### src/rtl/mult_div_unit.sv
// Signed multiply/divide unit holding the HI/LO pair.
// Radix-2 Booth multiply, restoring divide, one bit per cycle.
module mult_div_unit #(
    parameter int WIDTH = 32,
    parameter int ITER  = 32
) (
    input  logic             clk,
    input  logic             reset,
    input  logic             start,
    input  logic             op,
    input  logic [WIDTH-1:0] a,
    input  logic [WIDTH-1:0] b,
    output logic             busy,
    output logic             done,
    output logic             div_zero,
    output logic [WIDTH-1:0] hi,
    output logic [WIDTH-1:0] lo
);

    localparam int CW = $clog2(ITER + 1);

    typedef enum logic [1:0] {
        IDLE,
        MULT,
        DIV,
        FIN
    } state_t;

    state_t state;
    state_t state_nxt;

    logic [CW-1:0]    cnt;
    logic             last;
    logic             dz;

    logic [WIDTH-1:0] mcand;
    logic [2*WIDTH:0] acc;
    logic [WIDTH:0]   bo_hi;
    logic [WIDTH:0]   bo_m;
    logic [WIDTH:0]   bo_sum;
    logic [2*WIDTH:0] acc_nxt;

    logic [WIDTH-1:0] dvsr;
    logic [WIDTH-1:0] rem;
    logic [WIDTH-1:0] quot;
    logic             neg_q;
    logic             neg_r;
    logic [WIDTH:0]   d_sh;
    logic [WIDTH:0]   d_sub;
    logic             d_ge;
    logic [WIDTH-1:0] rem_nxt;
    logic [WIDTH-1:0] quot_nxt;
    logic [WIDTH-1:0] hi_div;
    logic [WIDTH-1:0] lo_div;

    logic [WIDTH-1:0] a_mag;
    logic [WIDTH-1:0] b_mag;
    logic             b_zero;

    assign last   = (cnt == CW'(ITER - 1));
    assign b_zero = (b == '0);
    assign a_mag  = a[WIDTH-1] ? -a : a;
    assign b_mag  = b[WIDTH-1] ? -b : b;

    assign busy     = (state == MULT) || (state == DIV);
    assign done     = (state == FIN);
    assign div_zero = (state == FIN) && dz;

    // Booth step: 33-bit add keeps the most negative multiplicand exact
    always_comb begin
        bo_hi = {acc[2*WIDTH], acc[2*WIDTH:WIDTH+1]};
        bo_m  = {mcand[WIDTH-1], mcand};
        unique case (1'b1)
            (acc[1:0] == 2'b01): bo_sum = bo_hi + bo_m;
            (acc[1:0] == 2'b10): bo_sum = bo_hi - bo_m;
            default:             bo_sum = bo_hi;
        endcase
        acc_nxt = {bo_sum, acc[WIDTH:1]};
    end

    // Restoring divide step plus sign fix-up of the final result
    always_comb begin
        d_sh     = {rem, quot[WIDTH-1]};
        d_sub    = d_sh - {1'b0, dvsr};
        d_ge     = ~d_sub[WIDTH];
        rem_nxt  = d_ge ? d_sub[WIDTH-1:0] : d_sh[WIDTH-1:0];
        quot_nxt = {quot[WIDTH-2:0], d_ge};
        lo_div   = neg_q ? -quot_nxt : quot_nxt;
        hi_div   = neg_r ? -rem_nxt : rem_nxt;
    end

    // State register
    always_ff @(posedge clk) begin
        if (reset) state <= IDLE;
        else       state <= state_nxt;
    end

    // Next-state logic
    always_comb begin
        state_nxt = state;
        unique case (state)
            IDLE: begin
                if (start) begin
                    if (!op)        state_nxt = MULT;
                    else if (b_zero) state_nxt = FIN;
                    else            state_nxt = DIV;
                end
            end
            MULT:    if (last) state_nxt = FIN;
            DIV:     if (last) state_nxt = FIN;
            FIN:     state_nxt = IDLE;
            default: state_nxt = IDLE;
        endcase
    end

    // Operand latch, iteration datapath and HI/LO write-back
    always_ff @(posedge clk) begin
        if (reset) begin
            cnt   <= '0;
            dz    <= 1'b0;
            mcand <= '0;
            acc   <= '0;
            dvsr  <= '0;
            rem   <= '0;
            quot  <= '0;
            neg_q <= 1'b0;
            neg_r <= 1'b0;
            hi    <= '0;
            lo    <= '0;
        end else begin
            unique case (state)
                IDLE: begin
                    cnt <= '0;
                    if (start) begin
                        dz <= op && b_zero;
                        if (!op) begin
                            mcand <= a;
                            acc   <= {{WIDTH{1'b0}}, b, 1'b0};
                        end else if (!b_zero) begin
                            dvsr  <= b_mag;
                            quot  <= a_mag;
                            rem   <= '0;
                            neg_q <= a[WIDTH-1] ^ b[WIDTH-1];
                            neg_r <= a[WIDTH-1];
                        end
                    end
                end
                MULT: begin
                    acc <= acc_nxt;
                    cnt <= cnt + 1'b1;
                    if (last) begin
                        hi <= acc_nxt[2*WIDTH:WIDTH+1];
                        lo <= acc_nxt[WIDTH:1];
                    end
                end
                DIV: begin
                    rem  <= rem_nxt;
                    quot <= quot_nxt;
                    cnt  <= cnt + 1'b1;
                    if (last) begin
                        hi <= hi_div;
                        lo <= lo_div;
                    end
                end
                default: cnt <= '0;
            endcase
        end
    end

endmodule

### config.mk
export PLATFORM = sky130hd
export DESIGN_NAME = mult_div_unit
export DESIGN_NICKNAME = d
export VERILOG_FILES = /design/src/rtl/mult_div_unit.sv
export SDC_FILE = /design/constraint.sdc
export NUM_CORES = 1
export LEC_CHECK = 0
export CAP_MARGIN = 25
export CORE_ASPECT_RATIO = 0.6
export CORE_MARGIN = 8
export CORE_UTILIZATION = 40
export CTS_CLUSTER_DIAMETER = 200
export DETAILED_ROUTE_END_ITERATION = 6
export PLACE_DENSITY = 0.56
export RECOVER_POWER = 25
export SLEW_MARGIN = 20
export SYNTH_ARGS = -nofsm -noshare
export SYNTH_HDL_FRONTEND = slang
export SYNTH_SLANG_ARGS = --single-unit
### constraint.sdc
create_clock -name clk -period 10.8 [get_ports clk]
set_input_delay 2.16 -clock clk [delete_from_list [all_inputs] [get_ports clk]]
set_output_delay 2.16 -clock clk [all_outputs]
set_load 0.01 [all_outputs]
==> results of run 1 <==
==> cell usage after synthesis, types with 46 or more instances <==
master / instances
nand2_1: 338
nor2_1: 289
dfxtp_1: 268
a21oi_1: 244
o21ai_0: 137
a211oi_1: 117
clkbuf_1: 114
xor2_1: 96
xnor2_1: 92
inv_1: 82
ha_1: 75
mux2i_1: 67
nor3_1: 53
nand3_1: 46
==> stage by stage <==
| stage | total power, mW | std cells | setup slack [ns] | hold slack, ns |
|---|---|---|---|---|
| 6_report | 4.32 | 3198 | 3.04 | 0.453 |
| 5_1_grt | 4.59 | 3196 | 2.79 | 0.485 |
| 4_1_cts | 4.31 | 3195 | 4.80 | 0.458 |
| 3_5_place_dp | 3.23 | 3144 | 4.17 | 0.449 |
| 3_3_place_gp | 3.20 | 3144 | 4.29 | 0.425 |
| 2_1_floorplan | 2.67 | 2525 | 5.69 | 0.418 |
==> critical path: cells and delay by family <==
kind            cells  cell delay [ns]
buf+inv             1             3.89
compound gates      1             0.61
simple gates        1             1.53
==> final timing paths <==
| kind | from | end | slack, ns | cells after the start |
|---|---|---|---|---|
| setup / recovery | reset | lo[27] | 3.04 | 3 |
| hold / removal | hi[12] | hi[12] | 0.45 | 2 |
| setup reg to reg | quot[31] | hi[26] | 4.41 | 22 |
| hold reg to reg | hi[12] | hi[12] | 0.45 | 2 |
==> per-layer routing <==
metal	wire [um]	part of all wire (%)	global-route usage [%]
met1	33300	50	35.9
met3	4630	6.9	3.80
met5	13	0.019	0
met2	27300	41	34.4
met4	1410	2.1	4.99
==> sequential cells by signal, summed over array words and instances (netlist names) <==
| name | count |
|---|---|
| neg_r | 1 |
| quot | 32 |
| dvsr | 32 |
| state | 2 |
| neg_q | 1 |
| cnt | 6 |
| hi | 32 |
| dz | 1 |
| rem | 32 |
| mcand | 32 |
| acc | 65 |
| lo | 32 |
==> cells by family after synthesis <==
logic type	Yosys count
buffers and inverters	252
AO/OA/AOI/OAI	761
multiplexers	72
AND/OR/NAND/NOR	907
XOR/XNOR	188
flip-flops	268
adder cells (fa/ha/maj)	77
==> cell type report <==
class | count | area [sq um]
Clock inverter | 13 | 196
Sequential cell | 268 | 5370
Inverter | 86 | 325
Antenna cell | 2 | 5.00
Timing Repair Buffer | 156 | 1520
Tap cell | 630 | 788
Multi-Input combinational cell | 2005 | 12400
Fill cell | 4668 | 24900
Clock buffer | 38 | 808
==> report_power, final <==
part	internal [mW]	switching (mW)	total, mW
clock network	0.622	0.453	1.08
logic	0.696	1.35	2.05
registers	1.09	0.114	1.20
total	2.40	1.92	4.32
==> layout by cell type, fill, tap and decap left out, drive strengths merged, types with 47 or more instances in the layout <==
cell type	netlist	layout
nor2	289	289
nand3	47	47
xor2	96	96
a21oi	248	248
inv	84	84
dfxtp	268	268
nand2	338	338
mux2i	67	67
o21ai	146	146
ha	75	75
clkdlybuf4s50	0	89
a211oi	119	119
nor3	54	54
xnor2	92	92
==> results by group, run 1 <==
Timing
  – Crit share post-route: 71.8%
  – RSZ-0062 raised after global routing: no
  – Worst-Margin Slew: 5.66 ns
  – Max Slew Vio Count: 118
  – Setup tns final: 0 ns
  – # setup viols final: 0
  – Fmax: 129 MHz
  – Final Critical Period: 7.76 ns
  – Relative slew slack: -277%
  – Worst Clk Skew: 0.0237 ns
  – Final hold violations: 0

Power and ir drop
  – Power per Cell Area: 202 nW/um^2
  – Peak supply drop: 0.126 mV
  – Leak Pwr: 7.87 nW

Logic synthesis
  – Area fraction of the dominant cell type after synthesis: 28.5%
  – Multiplexer share of the synthesized area: 3.87%
  – Post-synth ARST share: 0%
  – Top FF cell, synth: dfxtp_1
  – FF+latch count, synth: 268
  – Post-Synthesis Cells: 2525
  – Synth cell types: 92
  – Largest family of logic cells by synthesized area: compound AO/OA/AOI/OAI gates
  – Number of flops mapped to enable cells by yosys: 0
  – Synth top area cells: dfxtp_1, nand2_1, a21oi_1
  – Mapped Area: 18800 sq um
  – Net Count, Synth: 2670
  – Compound-Gate Fraction of Synth Area: 26.1%
  – Avg Inst Size Synth: 7.45 sq um
  – Register area share after synthesis: 28.5%
  – Adder-cell share of the synthesized area: 5.20%
  – Synthesis Warnings: 0
  – Synth Area in Simple Gates: 21.7%
  – Post-synth top area cell: dfxtp_1
  – Xor/xnor cell area share of the yosys netlist: 8.76%

GRT
  – Antenna violations before repair: 2
  – Vias in the first global route: 16958
  – First-pass GRT wire length: 102000 um
  – Largest net degree at the start of global routing: 118
  – GRT Overall Usage: 23.6%
  – Grt total ovfl: 0

Place
  – RePlAce Congestion: 0.945
  – # port buffers: 134
  – Post-DP HPWL: 50700 um
  – Placed cell area: 20400 sq um

Detailed routing
  – Via count: 18689
  – Drt drc: 5
  – Remaining antenna violation count: 0
  – Vias/cell: 5.84
  – Drt first pass iters: 7
  – Overall routed net length: 66700 um
  – Initial DRC count: 1677
  – Drt wl/cell: 20.9 um

CTS
  – Resized cells post-CTS: 0
  – CTS tree: built
  – Skew-Pair Late Insertion Delay: 0.59 ns
  – Root Driver: clkbuf_16
  – Inserted Clock Buffers: 28
  – Longest Clk Path Bufs: 3
  – # hold bufs at CTS: 0
  – Post-CTS Setup Bufs: 0
  – Worst-path clk slew: 0.07 ns
  – Htree depth: 1
  – Clk sinks: 268

Final layout
  – Final core utilization: 46.2%
  – Final Cell Area: 21400 sq um
  – Layout cell share with drive strength beyond 1: 4.60%
  – NumNets Final: 2690
  – Area delta synth->final: 13.9%

Critical path
  – Worst EP arrival: 8.23 ns
  – Worst setup EP type: flip-flop
  – Type of the worst setup path: input port to flip-flop
  – CP Max Fanout: 117
  – Max incr delay on CP: 3.89 ns
  – Setup crit start kind: input port
  – Req. time, crit path: 11.28 ns
  – Cell Chain, Critical Path: clkbuf_1 -> nor2_1 -> a22o_1
  – Slowest-stage cell, CP: clkbuf_1

Die
  – Core ar.: 46300 sq um
  – Io pins: 135
  – Die Area: 54400 sq um
  – Initial Utilization: 40.6%
  – Row Count: 61
  – Die height: 184 um
  – Chip width: 296 um

Run status
  – Status: finished with violations
  – Failing checks: DRC, capacitance limit, slew limit

Job
  – Number of max-cap violations: 1

Hold path
  – Hold crit path type: flip-flop to flip-flop
No activity file was read; power rests on OpenSTA's default activity.
==> run 2: changes to the inputs <==
clock period = 8.1 ns   (was 10.8 ns; I/O delays follow)
==> run 2 against run 1 <==
The flow finishes with violations (capacitance limit, slew limit); sequential power up 33%; die area unchanged; worst setup slack worse by 0.98 ns; largest power group unchanged; register-to-register slack worse by 2.3 ns; worst hold slack worse by 0.00052 ns; routed wire length up 0.81%; clock-buffer cell count down 2.
==> results by group, run 2 (same netlist as run 1, synthesis figures left out) <==
Die
  – Chip width: 296 um (unchanged)
  – Io pins: 135 (unchanged)
  – Initial Utilization: 40.6% (unchanged)
  – Core ar.: 46300 sq um (unchanged)
  – Die height: 184 um (unchanged)
  – Row Count: 61 (unchanged)
  – Die Area: 54400 sq um (unchanged)

Timing
  – Fmax: 166 MHz
  – Crit share post-route: 74.5%
  – # setup viols final: 0 (unchanged)
  – Relative slew slack: -126% (+150 points)
  – Max Slew Vio Count: 66 (-44%)
  – Worst-Margin Slew: 3.39 ns (-2.27 ns)
  – Worst Clk Skew: 0.0154 ns (-0.00830 ns)
  – Final Critical Period: 6.04 ns
  – Final hold violations: 0 (unchanged)
  – Setup tns final: 0 ns (unchanged)
  – RSZ-0062 raised after global routing: no

Critical path
  – Worst EP arrival: 6.35 ns (-1.88 ns)
  – Crit-path most repeated cell: inv_1
  – CP Max Fanout: 36 (-69%)
  – R2R Setup Slk: 2.06 ns (-2.35 ns)
  – Req. time, crit path: 8.42 ns (-2.86 ns)
  – Worst r2r path cells: 21 (-4.5%)
  – Type of the worst setup path: flip-flop to flip-flop
  – Cell Chain, Critical Path: inv_1 -> ha_1 -> inv_1 -> fa_1 -> a211oi_2 -> o211ai_1 -> a221oi_2 -> o2111ai_1 -> o311a_2 -> inv_4 -> o21ai_0 -> inv_1 -> ha_1 -> nand2_1 -> a2111oi_0 -> nand2_1 -> o32a_4 -> or4_4 -> a21o_2 -> nand3_1 -> a21oi_1
  – Reg-to-reg endpoint: hi[24]
  – Worst path bufs/invs: 4 (+3)
  – Max incr delay on CP: 0.81 ns (-3.08 ns)
  – Worst setup EP type: flip-flop
  – CP delay by family, top: compound AO/OA/AOI/OAI gates
  – Slowest-stage cell, CP: a2111oi_0
  – RR Startpoint: quot[31]
  – Setup crit start kind: flip-flop

Place
  – # port buffers: 134 (unchanged)
  – Dpl cells: 3142 (-0.064%)
  – Post-DP HPWL: 50700 um (about the same)
  – RePlAce Congestion: 0.921 (-2.5%)

GRT
  – First-pass GRT wire length: 103000 um (+1.2%)
  – Largest net degree at the start of global routing: 195 (+65%)
  – Vias in the first global route: 17230 (+1.6%)
  – Antenna violations before repair: 1 (-1)
  – Grt total ovfl: 0 (unchanged)
  – GRT Overall Usage: 23.8% (+0.23 points)

Final layout
  – Largest register by flop count: acc
  – Max reg flops: 65 (unchanged)
  – Multi-input gate area: 12400 sq um (unchanged)
  – Fill cells: 4707 (+0.84%)
  – FF+latch area: 5370 sq um (unchanged)
  – Layout cell share with drive strength beyond 1: 4.49% (-0.11 points)
  – NumNets Final: 2689 (-0.037%)
  – Final core utilization: 46.2% (about the same)
  – Area delta synth->final: 13.9% (about the same)
  – Most common cell after layout, fill and taps aside: nand2_1
  – Highest-count cells in the layout ignoring fill and taps: nand2_1, nor2_1, dfxtp_1
  – Fin cells: 3194 (-0.13%)

Detailed routing
  – Remaining antenna violation count: 0 (unchanged)
  – Overall routed net length: 67200 um (+0.81%)
  – Via count: 18613 (-0.41%)
  – Drt first pass iters: 5 (-2)
  – Drt drc: 0 (-5)
  – Initial DRC count: 1718 (+2.4%)
  – Drt wl/cell: 21.0 um (+0.94%)
  – Vias/cell: 5.83 (-0.28%)

Hold path
  – Hold crit path type: flip-flop to flip-flop
  – Hold Path Cell Cnt: 2 (unchanged)
  – Hold path start: acc[0]
  – Worst Hold Path EP: acc[0]

Job
  – Number of max-cap violations: 1 (unchanged)

CTS
  – Clk sinks: 268 (unchanged)
  – Resized cells post-CTS: 0 (unchanged)
  – Skew-Pair Late Insertion Delay: 0.59 ns (about the same)
  – Worst-path clk slew: 0.07 ns (about the same)
  – # hold bufs at CTS: 0 (unchanged)
  – Post-CTS Setup Bufs: 0 (unchanged)
  – Inserted Clock Buffers: 29 (+3.6%)
  – Longest Clk Path Bufs: 3 (unchanged)
  – Htree depth: 1 (unchanged)
  – CTS tree: built
  – Root Driver: clkbuf_16

Run status
  – Failing checks: capacitance limit, slew limit
  – Status: finished with violations

Power and ir drop
  – Power per Cell Area: 271 nW/um^2 (+34%)
  – Peak supply drop: 0.152 mV (+20%)
  – P_int: 3.23 mW (+34%)
  – Sequential share of power: 27.6% (-0.2 points)
  – Clock share of power: 25.3% (+0.4 points)
  – Sw Share: 44.3% (-0.067 points)
  – Combinational share of power: 47.2% (-0.2 points)
  – Leak Pwr: 7.87 nW (about the same)
  – NetSw: 2.57 mW (+34%)
[run 2: power by group through the flow]
stage	Combinational [mW]	Sequential (mW)	Clock, mW
detailed placement	2.68	1.63	0
CTS	2.69	1.60	1.49
global route	2.99	1.62	1.55
global placement	2.65	1.62	0
floorplan	2.00	1.56	0
finish	2.74	1.60	1.47
[run 2: cell type report]
class / instances / area share [%]
Tap cell: 630 / 3.68
Inverter: 86 / 1.52
Antenna cell: 1 / 0.0117
Multi-Input combinational cell: 2005 / 58.0
Sequential cell: 268 / 25.1
Clock buffer: 36 / 3.65
Timing Repair Buffer: 154 / 7.05
Clock inverter: 14 / 1.05
[run 2: worst max-delay path by stage]
stage	start	endpoint	slack (ns)	cells past startpoint
6_report	quot[31]	hi[24]	2.06	21
5_1_grt	quot[31]	hi[24]	1.65	21
4_1_cts	quot[31]	hi[30]	2.30	21
3_5_place_dp	b[6]	rem[2]	2.03	13
3_3_place_gp	b[6]	rem[2]	2.08	13
2_1_floorplan	quot[31]	hi[30]	2.99	25
[run 2: metrics by stage]
stage	cell area, sq um	hold WS (ns)	total power [mW]	worst slack (ns)
floorplan	18800	0.418	3.56	2.99
global placement	20400	0.432	4.28	2.08
detailed placement	20400	0.443	4.31	2.03
CTS	21400	0.452	5.78	2.30
global route	21400	0.484	6.15	1.65
finish	21400	0.452	5.80	2.06
[run 2: tightest hold or removal path, cell delays in order (launching register included)]
cell     delay [ns]
dfxtp_1        0.31
nand2_1        0.05
a21oi_1        0.05
[run 2: per-layer routing]
metal	wire length [um]	vias up	GRT usage (%)
met5	0	-	0
met4	998	0	3.84
met3	5030	66	3.86
met2	27900	599	35.4
met1	33300	8872	36.1
li1	-	9076	-
==> run 3: changes to the inputs <==
PLACE_DENSITY = 0.58   (was 0.56)
clock period = 5.05 ns   (was 8.1 ns; I/O delays follow)
==> run 3 against run 2 <==
The run still ends with capacitance limit, slew limit left; sequential cell count is the same; non-clock buffer count up 46; final area up 2.2%; critical endpoint is now hi[30]; global-route usage about the same; register-to-register slack worse by 1.8 ns; final cell count rose by 1.5%; combinational power is 71% higher; utilization increased by 1.0 points; routed wire length is 0.45% higher; via count rose by 1.1%; total power increased by 65%.
==> results by group, run 3 (same netlist as run 1, synthesis figures left out) <==
GRT
  – Vias in the first global route: 16973 (-1.5%)
  – Largest net degree at the start of global routing: 178 (-8.7%)
  – First-pass GRT wire length: 103000 um (about the same)
  – Antenna violations before repair: 1 (unchanged)
  – Grt total ovfl: 0 (unchanged)
  – GRT Overall Usage: 23.9% (+0.042 points)

Detailed routing
  – Drt wl/cell: 20.8 um (-1.0%)
  – Initial DRC count: 1894 (+10%)
  – Via count: 18809 (+1.1%)
  – Drt drc: 0 (unchanged)
  – Drt first pass iters: 5 (unchanged)
  – Vias/cell: 5.80 (-0.44%)
  – Remaining antenna violation count: 0 (unchanged)
  – Overall routed net length: 67500 um (+0.45%)

Timing
  – # setup viols final: 0 (unchanged)
  – Worst Clk Skew: 0.0263 ns (+0.0109 ns)
  – Final hold violations: 0 (unchanged)
  – Slack of the critical path: 0.279 ns (-1.78 ns)
  – Relative slew slack: -44.3% (+82 points)
  – Crit share post-route: 94.5% (+20 points)
  – Worst-Margin Slew: 2.16 ns (-1.23 ns)
  – Max Slew Vio Count: 34 (-48%)
  – RSZ-0062 raised after global routing: yes
  – Final Critical Period: 4.77 ns (-1.27 ns)
  – Fmax: 210 MHz (+27%)

Critical path
  – Worst r2r path cells: 23 (+9.5%)
  – CP Max Fanout: 7 (-81%)
  – RR Startpoint: quot[31]
  – Worst setup EP type: flip-flop
  – Reg-to-reg endpoint: hi[30]
  – Setup crit start kind: flip-flop
  – Type of the worst setup path: flip-flop to flip-flop
  – R2R Setup Slk: 0.28 ns (-1.78 ns)
  – Req. time, crit path: 5.55 ns (-2.87 ns)
  – Worst EP arrival: 5.27 ns (-1.08 ns)

Final layout
  – Max reg flops: 65 (unchanged)
  – Largest register by flop count: acc
  – Area delta synth->final: 16.4%
  – NumNets Final: 2735 (+1.7%)
  – Final core utilization: 47.2% (+1.0 points)
  – Most common cell after layout, fill and taps aside: nand2_1
  – Layout cell share with drive strength beyond 1: 6.70% (+2.2 points)
  – Highest-count cells in the layout ignoring fill and taps: nand2_1, nor2_1, dfxtp_1

CTS
  – CTS tree: built
  – Skew-Pair Late Insertion Delay: 0.60 ns (about the same)
  – Htree depth: 1 (unchanged)
  – Longest Clk Path Bufs: 3 (unchanged)
  – # hold bufs at CTS: 0 (unchanged)
  – Worst-path clk slew: 0.07 ns (about the same)
  – Clk sinks: 268 (unchanged)
  – Inserted Clock Buffers: 29 (unchanged)
  – Root Driver: clkbuf_16

Hold path
  – Hold path start: cnt[0]
  – Hold Path Cell Cnt: 1 (-1)
  – Hold crit path type: flip-flop to flip-flop
  – Worst Hold Path EP: cnt[0]

Place
  – # port buffers: 134 (unchanged)
  – Post-DP HPWL: 51000 um (+0.64%)
  – RePlAce Congestion: 0.948 (+2.9%)
  – Pre-CTS setup slack: 0.133 ns (-1.89 ns)

Die
  – Initial Utilization: 40.6% (unchanged)
  – Chip width: 296 um (unchanged)
  – Row Count: 61 (unchanged)
  – Io pins: 135 (unchanged)
  – Die height: 184 um (unchanged)
  – Die Area: 54400 sq um (unchanged)
  – Core ar.: 46300 sq um (unchanged)

Run status
  – Status: finished with violations
  – Failing checks: capacitance limit, slew limit

Power and ir drop
  – Final Power: 9.54 mW (+65%)
  – Leak Pwr: 8.13 nW (+3.4%)
  – Power per Cell Area: 436 nW/um^2 (+61%)
  – Peak supply drop: 0.283 mV (+86%)

Job
  – Number of max-cap violations: 1 (unchanged)
run 3: changes by cell type in the layout (fill, tap and decap cells not counted), sizes merged:
cell           change
dlygate4sd3        +1
bufinv             -1
clkinv             +1
buf               +46
clkbuf             +3
clkdlybuf4s50      -1
inv                -1
run 3: cell type report:
type / instances / area, sq um
diodes: 1 / 2.50
well taps: 630 / 788
clock buffers: 39 / 803
clock inverters: 13 / 186
flip-flops and latches: 268 / 5370
repair buffers: 200 / 1910
multi-input cells: 2005 / 12500
fillers: 4683 / 24400
inverters: 86 / 325
run 3: repair_timing:
action | CTS | global route
setup endpoints to repair | 0 | 27
resized for setup | 0 | 21
buffers inserted | 0 | 1
run 3: worst max path at each step:
stage | from | end | slack, ns
after floorplan | quot[31] | hi[30] | 0.07
after global placement | quot[31] | hi[30] | 0.26
after detailed placement | mcand[2] | hi[30] | 0.13
after CTS | mcand[2] | hi[30] | 0.07
after global routing | mcand[6] | hi[31] | -0.05
final | quot[31] | hi[30] | 0.28
run 3: critical path: stages, from the launching register on:
cell and delay [ns]:
dfxtp_1 0.33, inv_1 0.08, ha_1 0.15, inv_1 0.05, fa_2 0.38, a211oi_4 0.28
o211ai_1 0.24, a221oi_2 0.33, buf_4 0.18, o2111ai_1 0.09, o311a_2 0.19, inv_4 0.09
o21ai_0 0.12, inv_1 0.09, ha_2 0.19, nand2_1 0.09, a2111oi_4 0.29, buf_4 0.17
nand2_1 0.06, o32a_4 0.28, or4_4 0.53, o2111ai_1 0.20, o31ai_1 0.10, o31ai_1 0.18
run 3: per-stage QoR:
| stage | instances | setup TNS [ns] | instance area, sq um | hold slack, ns |
|---|---|---|---|---|
| 2_1_floorplan | 2525 | 0 | 18800 | 0.418 |
| 3_3_place_gp | 3186 | 0 | 20700 | 0.434 |
| 3_5_place_dp | 3187 | 0 | 20800 | 0.444 |
| 4_1_cts | 3239 | 0 | 21800 | 0.457 |
| 5_1_grt | 3241 | -0.0499 | 21900 | 0.489 |
| 6_report | 3242 | 0 | 21900 | 0.453 |
run 3: layer usage:
layer | track usage (%) | vias to the layer above | wire length [um]
li1 | - | 9152 | -
met1 | 37.0 | 8930 | 33800
met2 | 34.4 | 667 | 27400
met3 | 4.12 | 60 | 5470
met4 | 3.41 | 0 | 868
met5 | 0 | - | 0
run 3: where the power goes:
part	internal, mW	total (mW)	switching, mW
clock	1.32	2.31	0.988
sequential	2.32	2.54	0.217
combinational	1.65	4.69	3.05
